[src/rtl/fetch_pkg.sv]
// fetch_pkg: shared defaults, word size and state encoding for the fetch sequencer
package fetch_pkg;
    localparam logic [31:0] RESET_PC_DEFAULT = 32'h0000_3000;
    localparam int ROM_WORDS_DEFAULT = 4096;
    localparam int WORD_BYTES = 4;
    localparam logic [1:0] FS_RUN = 2'd0;
    localparam logic [1:0] FS_STALL = 2'd1;
    localparam logic [1:0] FS_HALT = 2'd2;
    typedef enum logic [1:0] {RUN = FS_RUN, STALL = FS_STALL, HALT = FS_HALT} fs_state_t;
endpackage

[src/rtl/fetch_sequencer_if.sv]
// fetch_sequencer_if: request inputs and fetch-control outputs of the fetch sequencer
interface fetch_sequencer_if;
    logic [31:0] pc;
    logic stall_req;
    logic redir_valid;
    logic [31:0] redir_target;
    logic md_start;
    logic [3:0] md_cycles;
    logic halt_req;
    logic [31:0] npc;
    logic en;
    logic redir_taken;
    logic halted;
    logic fault;
    modport master (
        output pc, stall_req, redir_valid, redir_target, md_start, md_cycles, halt_req,
        input npc, en, redir_taken, halted, fault
    );
    modport slave (
        input pc, stall_req, redir_valid, redir_target, md_start, md_cycles, halt_req,
        output npc, en, redir_taken, halted, fault
    );
endinterface

[src/rtl/md_stall_counter.sv]
// md_stall_counter: mult/div busy window, reloaded on start and counting down to zero
module md_stall_counter (
    input  logic       clk,
    input  logic       reset,
    input  logic       start,
    input  logic [3:0] cycles,
    output logic       busy
);
    logic [3:0] cnt;
    assign busy = cnt != 4'd0;
    always_ff @(posedge clk or negedge reset)
        if (!reset) cnt <= 4'd0;
        else cnt <= start ? cycles : cnt - {3'd0, busy};
endmodule

[src/rtl/fetch_sequencer.sv]
// fetch_sequencer: PC load control merging stalls, mult/div busy, redirects and halt; FETCH_SEQ_BOUND_CHECK_EN adds the ROM bound check
module fetch_sequencer
    import fetch_pkg::*;
#(
    parameter logic [31:0] RESET_PC = RESET_PC_DEFAULT,
    parameter int ROM_WORDS = ROM_WORDS_DEFAULT
) (
    input logic clk,
    input logic reset,
    fetch_sequencer_if.slave bus
);
`ifdef FETCH_SEQ_BOUND_CHECK_EN
    localparam logic CHECK = 1'b1;
`else
    localparam logic CHECK = 1'b0;
`endif
    localparam logic [32:0] LO = {1'b0, RESET_PC};
    localparam logic [32:0] HI = LO + 33'(WORD_BYTES * ROM_WORDS);
    fs_state_t state;
    logic busy, stall_cond, halt_now, go, bad, pend_v;
    logic [31:0] pend_t, target;
    md_stall_counter u_md (
        .clk(clk),
        .reset(reset),
        .start(bus.md_start),
        .cycles(bus.md_cycles),
        .busy(busy)
    );
    assign stall_cond = bus.stall_req | busy;
    assign halt_now = (state == HALT) | bus.halt_req;
    assign go = reset & !halt_now & !stall_cond;
    assign target = bus.redir_valid ? bus.redir_target : pend_v ? pend_t : bus.pc + 32'(WORD_BYTES);
    // a candidate load outside the ROM window or misaligned is refused and halts fetch
    assign bad = CHECK & go & (({1'b0, target} < LO) | ({1'b0, target} >= HI) | (target[1:0] != 2'b00));
    assign bus.en = go & !bad;
    assign bus.npc = !reset ? RESET_PC : go ? target : bus.pc;
    assign bus.redir_taken = bus.en & (bus.redir_valid | pend_v);
    assign bus.halted = state == HALT;
    always_ff @(posedge clk or negedge reset)
        if (!reset) begin
            state <= RUN;
            pend_v <= 1'b0;
            pend_t <= 32'd0;
        end else begin
            state <= (halt_now | bad) ? HALT : stall_cond ? STALL : RUN;
            if (halt_now | bad) pend_v <= 1'b0;
            else if (bus.redir_valid & !bus.en) pend_v <= 1'b1;
            else if (bus.en) pend_v <= 1'b0;
            if (bus.redir_valid & !bus.en) pend_t <= bus.redir_target;
        end
`ifdef FETCH_SEQ_BOUND_CHECK_EN
    logic fault_q;
    always_ff @(posedge clk or negedge reset)
        if (!reset) fault_q <= 1'b0;
        else fault_q <= fault_q | bad;
    assign bus.fault = fault_q;
`else
    assign bus.fault = 1'b0;
`endif
endmodule

[src/flat_wrapper.sv]
// flat-port wrapper written by rule: the top's interface ports become plain ports
module fetch_sequencer_flat import fetch_pkg::*;
#(
    parameter logic [31:0] RESET_PC = RESET_PC_DEFAULT,
    parameter int ROM_WORDS = ROM_WORDS_DEFAULT
)
  (clk, reset, bus_pc, bus_stall_req, bus_redir_valid, bus_redir_target, bus_md_start, bus_md_cycles, bus_halt_req, bus_npc, bus_en, bus_redir_taken, bus_halted, bus_fault);
  fetch_sequencer_if bus_i ();
  input logic clk;
  input logic reset;
  input wire logic [$bits(bus_i.pc)-1:0] bus_pc;
  input wire logic [$bits(bus_i.stall_req)-1:0] bus_stall_req;
  input wire logic [$bits(bus_i.redir_valid)-1:0] bus_redir_valid;
  input wire logic [$bits(bus_i.redir_target)-1:0] bus_redir_target;
  input wire logic [$bits(bus_i.md_start)-1:0] bus_md_start;
  input wire logic [$bits(bus_i.md_cycles)-1:0] bus_md_cycles;
  input wire logic [$bits(bus_i.halt_req)-1:0] bus_halt_req;
  output wire logic [$bits(bus_i.npc)-1:0] bus_npc;
  output wire logic [$bits(bus_i.en)-1:0] bus_en;
  output wire logic [$bits(bus_i.redir_taken)-1:0] bus_redir_taken;
  output wire logic [$bits(bus_i.halted)-1:0] bus_halted;
  output wire logic [$bits(bus_i.fault)-1:0] bus_fault;
  assign bus_i.pc = bus_pc;
  assign bus_i.stall_req = bus_stall_req;
  assign bus_i.redir_valid = bus_redir_valid;
  assign bus_i.redir_target = bus_redir_target;
  assign bus_i.md_start = bus_md_start;
  assign bus_i.md_cycles = bus_md_cycles;
  assign bus_i.halt_req = bus_halt_req;
  assign bus_npc = bus_i.npc;
  assign bus_en = bus_i.en;
  assign bus_redir_taken = bus_i.redir_taken;
  assign bus_halted = bus_i.halted;
  assign bus_fault = bus_i.fault;
  fetch_sequencer #(.RESET_PC(RESET_PC), .ROM_WORDS(ROM_WORDS)) u_core (.clk(clk), .reset(reset), .bus(bus_i));
endmodule
[config.mk]
export PLATFORM = sky130hd
export DESIGN_NAME = fetch_sequencer_flat
export DESIGN_NICKNAME = d
export VERILOG_FILES = /design/src/rtl/fetch_pkg.sv /design/src/rtl/fetch_sequencer_if.sv /design/src/rtl/md_stall_counter.sv /design/src/rtl/fetch_sequencer.sv /design/src/flat_wrapper.sv
export SDC_FILE = /design/constraint.sdc
export NUM_CORES = 1
export LEC_CHECK = 0
export ABC_AREA = 1
export CAP_MARGIN = 20
export CORE_MARGIN = 5
export CORE_UTILIZATION = 35
export DETAILED_ROUTE_END_ITERATION = 6
export PLACE_DENSITY = 0.7
export SLEW_MARGIN = 20
export SYNTH_ARGS = -nofsm -noshare
export SYNTH_HDL_FRONTEND = slang
export SYNTH_HIERARCHICAL = 1
export SYNTH_SLANG_ARGS = --single-unit
[constraint.sdc]
create_clock -name clk -period 3.6 [get_ports clk]
set_input_delay 1.08 -clock clk [delete_from_list [all_inputs] [get_ports clk]]
set_output_delay 1.08 -clock clk [all_outputs]
set_load 0.05 [all_outputs]
==> results of run 1 <==
==> power breakdown <==
group,internal (µW),switching [µW],total [µW]
logic,256,295,551
registers,487,26.6,514
clock network,206,159,366
==> stage by stage <==
stage               setup TNS [ps]  worst slack [ps]
floorplan                    -1910              -212
global placement             -7590              -343
detailed placement           -8090              -378
CTS                              0              1.19
global route                 -50.8             -26.9
finish                           0              66.6
==> worst min path at each step <==
stage	from	endpoint	cells after the start	slack [ps]
2_1_floorplan	u_core/pend_t[2]	u_core/pend_t[2]	2	450
3_3_place_gp	u_core/pend_t[2]	u_core/pend_t[2]	2	470
3_5_place_dp	u_core/pend_t[3]	u_core/pend_t[3]	2	480
4_1_cts	u_core/pend_t[3]	u_core/pend_t[3]	2	500
5_1_grt	u_core/pend_t[21]	u_core/pend_t[21]	1	510
6_report	u_core/pend_t[5]	u_core/pend_t[5]	1	500
==> cells in the mapped netlist <==
| cell type | count | area (µm²) |
|---|---|---|
| conb_1 | 1 | 3.75 |
| and2_1 | 2 | 12.5 |
| dfrtp_1 | 39 | 976 |
| mux2_1 | 24 | 270 |
| nand2_4 | 1 | 11.3 |
| clkbuf_1 | 2 | 7.51 |
| buf_2 | 10 | 50.1 |
| o21ai_0 | 36 | 180 |
| nand3b_1 | 1 | 7.51 |
| o21bai_1 | 2 | 15.0 |
| xnor2_1 | 1 | 8.76 |
| inv_1 | 45 | 169 |
| nand2_2 | 2 | 12.5 |
| ha_1 | 3 | 37.5 |
| o22ai_1 | 28 | 175 |
| nor3b_2 | 1 | 12.5 |
| nor2_1 | 72 | 270 |
| xor2_1 | 4 | 35.0 |
| a21oi_1 | 7 | 35.0 |
| nand3_1 | 36 | 180 |
| mux2_2 | 5 | 56.3 |
| o221ai_1 | 2 | 17.5 |
| nand2_1 | 145 | 544 |
| nor2_2 | 2 | 12.5 |
| buf_6 | 2 | 22.5 |
| inv_2 | 4 | 15.0 |
| nor3_1 | 3 | 15.0 |
| o21ai_1 | 1 | 5.00 |
| buf_4 | 3 | 22.5 |
==> layer usage <==
layer	vias up	wire length, µm	share of wire	global-route usage
met3	22	1040	0.090	0.0501
met4	0	212	0.018	0.0581
met1	1839	4650	0.40	0.252
met5	-	0	0	0
met2	157	5700	0.49	0.360
li1	1943	-	-	-
==> cell families (layout without fill, tap and decap cells) <==
kind of cell    count (synthesis)  in the layout
simple gates                  265            265
compound gates                 76             76
buf+inv                        66            243
flops                          39             39
mux                            29             29
xor+xnor                        5              5
fa+ha+maj                       3              3
other cells                     1              1
==> repair_timing <==
item	4_1_cts	5_1_grt
resized for setup	89	63
endpoints found under the setup margin	32	29
gates cloned	3	0
pin swaps	18	9
setup buffers	3	0
==> worst max-delay path, stage by stage <==
cell and delay (ps):
clkdlybuf4s15_1 220, nor3b_4 250, nand2_4 160, buf_8 180
nor2_1 130, o21ai_1 90, o21ai_1 170, buf_12 180
==> state kept, by name, summed over array words and instances (netlist names) <==
| name | cells |
|---|---|
| u_core/pend_v | 1 |
| u_core/u_md/cnt | 4 |
| u_core/state | 2 |
| u_core/pend_t | 32 |
==> layout make-up <==
class | count | area [µm²] | share of cell area
clock buffer | 5 | 68.8 | 0.0126
timing repair buffer | 185 | 1890 | 0.345
sequential | 39 | 976 | 0.178
inverter | 49 | 186 | 0.0340
clock inverter | 3 | 43.8 | 0.00800
multi-input combinational | 379 | 2170 | 0.396
timing repair inverter | 1 | 7.51 | 0.00137
tap | 108 | 135 | 0.0247
==> impl_results.md, run 1 <==
- Data arrival, critical path: ~2500 ps
- Post-route ant nets: 0
- Per-cell routed wire length: 15.1 µm
- GPL Wtd Cong: 0.920
- Core Region: 0.00881 mm²
- Crit Path Max Fanout: 8
- CTS tree: yes
- Share of cells above drive strength 1: 0.312
- GR Util All Layers: 0.206
- Largest family of logic cells by synthesized area: simple AND/OR/NAND/NOR gates
- Compound-Gate Fraction of Synth Area: 0.135
- Post-Syn Area: 0.00318 mm²
- Final setup fails: 0
- Syn_area_per_cell: 6.57 µm²
- Starting density of the core: 0.361
- Cell area after layout: about 0.0055 mm²
- # fillers: 766
- Status: complete, no violations
- Startpoint Class: input pin
- Placed inst area: about 0.005 mm²
- Area grow syn2layout: 72.1%
- Nets: 737
- Drt drc: 0
- Drt total wl: ~12000 µm
- Post-Synth Adder-Cell Area: 0.0118
- GRT overflow: 0
- Synth unique cells: 29
- Post-synthesis simple-gate area fraction: 0.339
- Crit Path Category: input pin to output port
- Post-placement cell count: between 700 and 800
- First-pass GRT wire length: roughly 19000 µm
- Xor-xnor portion of the synthesized cell area: 0.0138
- Tot Pwr: 1430 µW
- Worst-Margin Slew: 498 ps
- Synth Warn #: 6
- Leak Pwr: 0.00259 µW
- Reg2reg start: u_core/u_md/cnt[2]
- RSZ-0062 raised after global routing: true
- Slew Viols, Final: 0
- Fmax: between 200 and 300 MHz
- HPWL Detailed: 8840 µm
- Synth Register Bits: 39
- Die height: 105 µm
- Slew HR: 0.667
- Reg-to-reg slack, setup: 1200 ps
- I/O Pins: 110
- Start point of the critical path: bus_stall_req
- Initial antenna violation count: 0
- Die X: 105 µm
- H-tree Lvls: 2
- CTS Root Cell: clkbuf_8
- Skew final: 6.55 ps
- Final hold vios: 0
- Vias/cell: 5.15
- PwrDens: 261 mW/mm²
- Die area: 0.0111 mm²
- Router iterations before antenna repair: 5
- Worst Setup EP: bus_npc[11]
- Reg clk slew, reported paths: 80 ps
- Number of diodes: 0
- Final Cycle Share: 0.982
- Syn Nets: 561
- Final Hold Slack: approximately 500 ps
- Post-Synthesis Cells: 484
- # port buffers: between 100 and 150
- Fin crit period: approximately 3500 ps
- Multiplexer share of the synthesized area: 0.103
- Post-CTS Hold Buffers: 0
- Initial DRC count: 235
- TritonCTS sink count: 39
- Commonest non-fill, non-tap cell in the layout: nand2_1
- Worst R2R End: u_core/pend_t[23]
- Number of CTS-inserted buffers: 5
- Worst-case clock buffer depth: 2
- Vias in the first global route: 4077
- Post-synthesis sequential area ratio: 0.307
- Pin count of the biggest net entering global routing: 36
- Post-route insts no fill: about 770
- Clock latency on the worst-skew pair: 290 ps
- Critical Path Sink Type: output port
- Max_cap viols: 0
- Maximum VDD drop: 0.000201 V
- Most frequent cells in the layout: nand2_1 (127), buf_4 (79), inv_1 (44)
- Worst R2R Path Depth: 8
- Worst min path class: register to register
- WP data required: approximately 2500 ps
- Num rows: 34
- Final core utilization: 0.622
- DR vias: 3961
(Power assumes the default switching activity.)
==> run 2: changes to the inputs <==
--- a/config.mk
+++ b/config.mk
@@ -9,8 +9,10 @@
 export CAP_MARGIN = 20
 export CORE_MARGIN = 5
 export CORE_UTILIZATION = 35
+export CTS_CLUSTER_DIAMETER = 50
 export DETAILED_ROUTE_END_ITERATION = 6
 export PLACE_DENSITY = 0.7
+export REMOVE_ABC_BUFFERS = 1
 export SLEW_MARGIN = 20
 export SYNTH_ARGS = -nofsm -noshare
 export SYNTH_HDL_FRONTEND = slang
==> run 2 against run 1 <==
Critical path depth rose by 4. Combinational power barely moved. Worst hold slack gained 3.6 ps. Cell area up 0.25%. Non-clock buffer count down 1. Critical path type unchanged. Largest power group unchanged.
==> impl_results.md, run 2 (synthesis gave the netlist of run 1 again) <==
- Reg-to-reg slack, setup: 1050 ps (-150 ps)
- GR Util All Layers: 0.209 (+0.00272)
- WP data required: 2520 ps (about the same)
- Die X: 105 µm (unchanged)
- # fillers: 779 (+1.7%)
- PwrDens: 276 mW/mm² (+5.5%)
- Worst min path class: register to register
- First-pass GRT wire length: 18900 µm (-0.25%)
- Post-CTS Hold Buffers: 0 (unchanged)
- Post-route ant nets: 0 (unchanged)
- DR vias: 3885 (-1.9%)
- Reg clk slew, reported paths: 80 ps (about the same)
- GPL Wtd Cong: 0.937 (+1.8%)
- HPWL Detailed: 9220 µm (+4.2%)
- Fin crit period: 3520 ps (-13.4 ps)
- Clock latency on the worst-skew pair: 300 ps (about the same)
- Core Region: 0.00881 mm² (unchanged)
- Top Registers: u_core/pend_t x32, u_core/u_md/cnt x4, u_core/state x2
- Critical Path Sink Type: output port
- GRT overflow: 0 (unchanged)
- Share of cells above drive strength 1: 0.315 (+0.00350)
- Data arrival, critical path: 2440 ps (about the same)
- Skew final: 10.6 ps (+4.06 ps)
- Vias in the first global route: 3932 (-3.6%)
- Nets: 736 (-0.14%)
- Crit Path Category: input pin to output port
- Pin count of the biggest net entering global routing: 36 (unchanged)
- Die height: 105 µm (unchanged)
- CTS Root Cell: clkbuf_8
- Final hold vios: 0 (unchanged)
- Number of CTS-inserted buffers: 5 (unchanged)
- Leak Pwr: 0.00262 µW (+1.0%)
- # port buffers: 108 (unchanged)
- Num rows: 34 (unchanged)
- Cell area after layout: 0.00549 mm² (+0.25%)
- Status: complete, no violations
- Worst slack, placed: -398 ps (-19.9 ps)
- Post-route insts no fill: 768 (-0.13%)
- Final worst setup slack: 80.0 ps (+13.4 ps)
- Startpoint Class: input pin
- Drt total wl: 11900 µm (+2.2%)
- Initial antenna violation count: 0 (unchanged)
- Max_cap viols: 0 (unchanged)
- Drt drc: 0 (unchanged)
- Final Cycle Share: 0.978 (-0.00372)
- Crit Path Max Fanout: 4 (-4)
- Most flops, register: u_core/pend_t
- Die area: 0.0111 mm² (unchanged)
- Router iterations before antenna repair: 7 (+2)
- Fmax: 284 MHz (+0.38%)
- Area grow syn2layout: 72.6%
- Maximum VDD drop: 0.000200 V (-0.36%)
- H-tree Lvls: 2 (unchanged)
- Most frequent cells in the layout: nand2_1 (126), buf_4 (72), inv_1 (43)
- I/O Pins: 110 (unchanged)
- Placed inst area: 0.00498 mm² (-0.28%)
- Worst-case clock buffer depth: 2 (unchanged)
- Worst path cell trace: clkdlybuf4s15_1 > nand2_2 > nor2_2 > nand2_1 > nor2_4 > buf_4 > nand2_1 > nand2_1 > nand3_1 > nand2_1 > nand2_1 > buf_4
- Number of diodes: 0 (unchanged)
- Post-placement cell count: 750 (-0.66%)
- Final Hold Slack: 499 ps (+3.61 ps)
- Max reg flops: 32 (unchanged)
- Vias/cell: 5.06 (-1.8%)
- Commonest non-fill, non-tap cell in the layout: nand2_1
- Critical Path Most Common Cell: nand2_1
- Slowest cell on crit path: clkdlybuf4s15_1
- Slew Viols, Final: 0 (unchanged)
- TritonCTS sink count: 39 (unchanged)
- Per-cell routed wire length: 15.4 µm (+2.3%)
- Starting density of the core: 0.361 (unchanged)
- CTS tree: yes
- Initial DRC count: 199 (-15%)
- Slowest cell delay on critical path: 270 ps (+20 ps)
- Final setup fails: 0 (unchanged)
-- run 2: cell count changes in the layout (fill, tap and decap cells not counted), sizes merged --
cell	previous run	this run
buf	110	111
bufbuf	1	0
bufinv	1	2
clkbuf	12	18
clkdlybuf4s15	8	5
clkinv	2	0
clkinvlp	1	0
dlygate4sd2	11	9
dlymetal6s2s	6	5
nand2	148	149
-- run 2: per-stage QoR --
step                      TNS (ps)   util  total power (µW)
after floorplan              -9030      -               759
after global placement       -9110  0.566              1030
after detailed placement     -9830  0.566              1040
after CTS                        0  0.617              1520
after global routing         -12.8  0.623              1580
final                            0  0.623              1510
-- run 2: timing repair --
item | in CTS | in global routing
setup buffers | 9 | 0
resized for setup | 123 | 55
pin swaps | 20 | 9
setup endpoints to repair | 32 | 28
gates cloned | 1 | 0
-- run 2: metal layers --
| metal | vias to the layer above | GRT usage | part of all wire |
|---|---|---|---|
| met2 | 143 | 0.363 | 0.50 |
| met5 | - | 0 | 0 |
| met3 | 17 | 0.0422 | 0.063 |
| li1 | 1936 | - | - |
| met1 | 1789 | 0.264 | 0.42 |
| met4 | 0 | 0.0525 | 0.017 |
-- run 2: worst paths after layout --
kind,from,endpoint,cells after the start
worst max-delay path,bus_pc[14],bus_npc[21],12
worst min-delay path,u_core/pend_t[19],u_core/pend_t[19],1
worst max register to register,u_core/u_md/cnt[2],u_core/pend_t[12],9
worst min register to register,u_core/pend_t[19],u_core/pend_t[19],1
max in group asynchronous,reset,u_core/u_md/cnt[3],4
min in group asynchronous,reset,u_core/pend_v,3
-- run 2: worst max-delay path: cells and delay by family --
kind | cells | cell delay (ps)
buffers and inverters | 3 | 590
AND/OR/NAND/NOR | 9 | 750
-- run 2: layout make-up --
type	count	area [µm²]	area share
Clock inverter	2	60.1	0.0109
Tap cell	108	135	0.0246
Timing Repair Buffer	184	1840	0.336
Inverter	49	186	0.0340
Clock buffer	6	72.6	0.0132
Multi-Input combinational cell	380	2220	0.404
Sequential cell	39	976	0.178
-- run 2: report_power, final --
part	switching (µW)	internal [µW]
sequential	26.6	487
combinational	300	254
clock	169	277
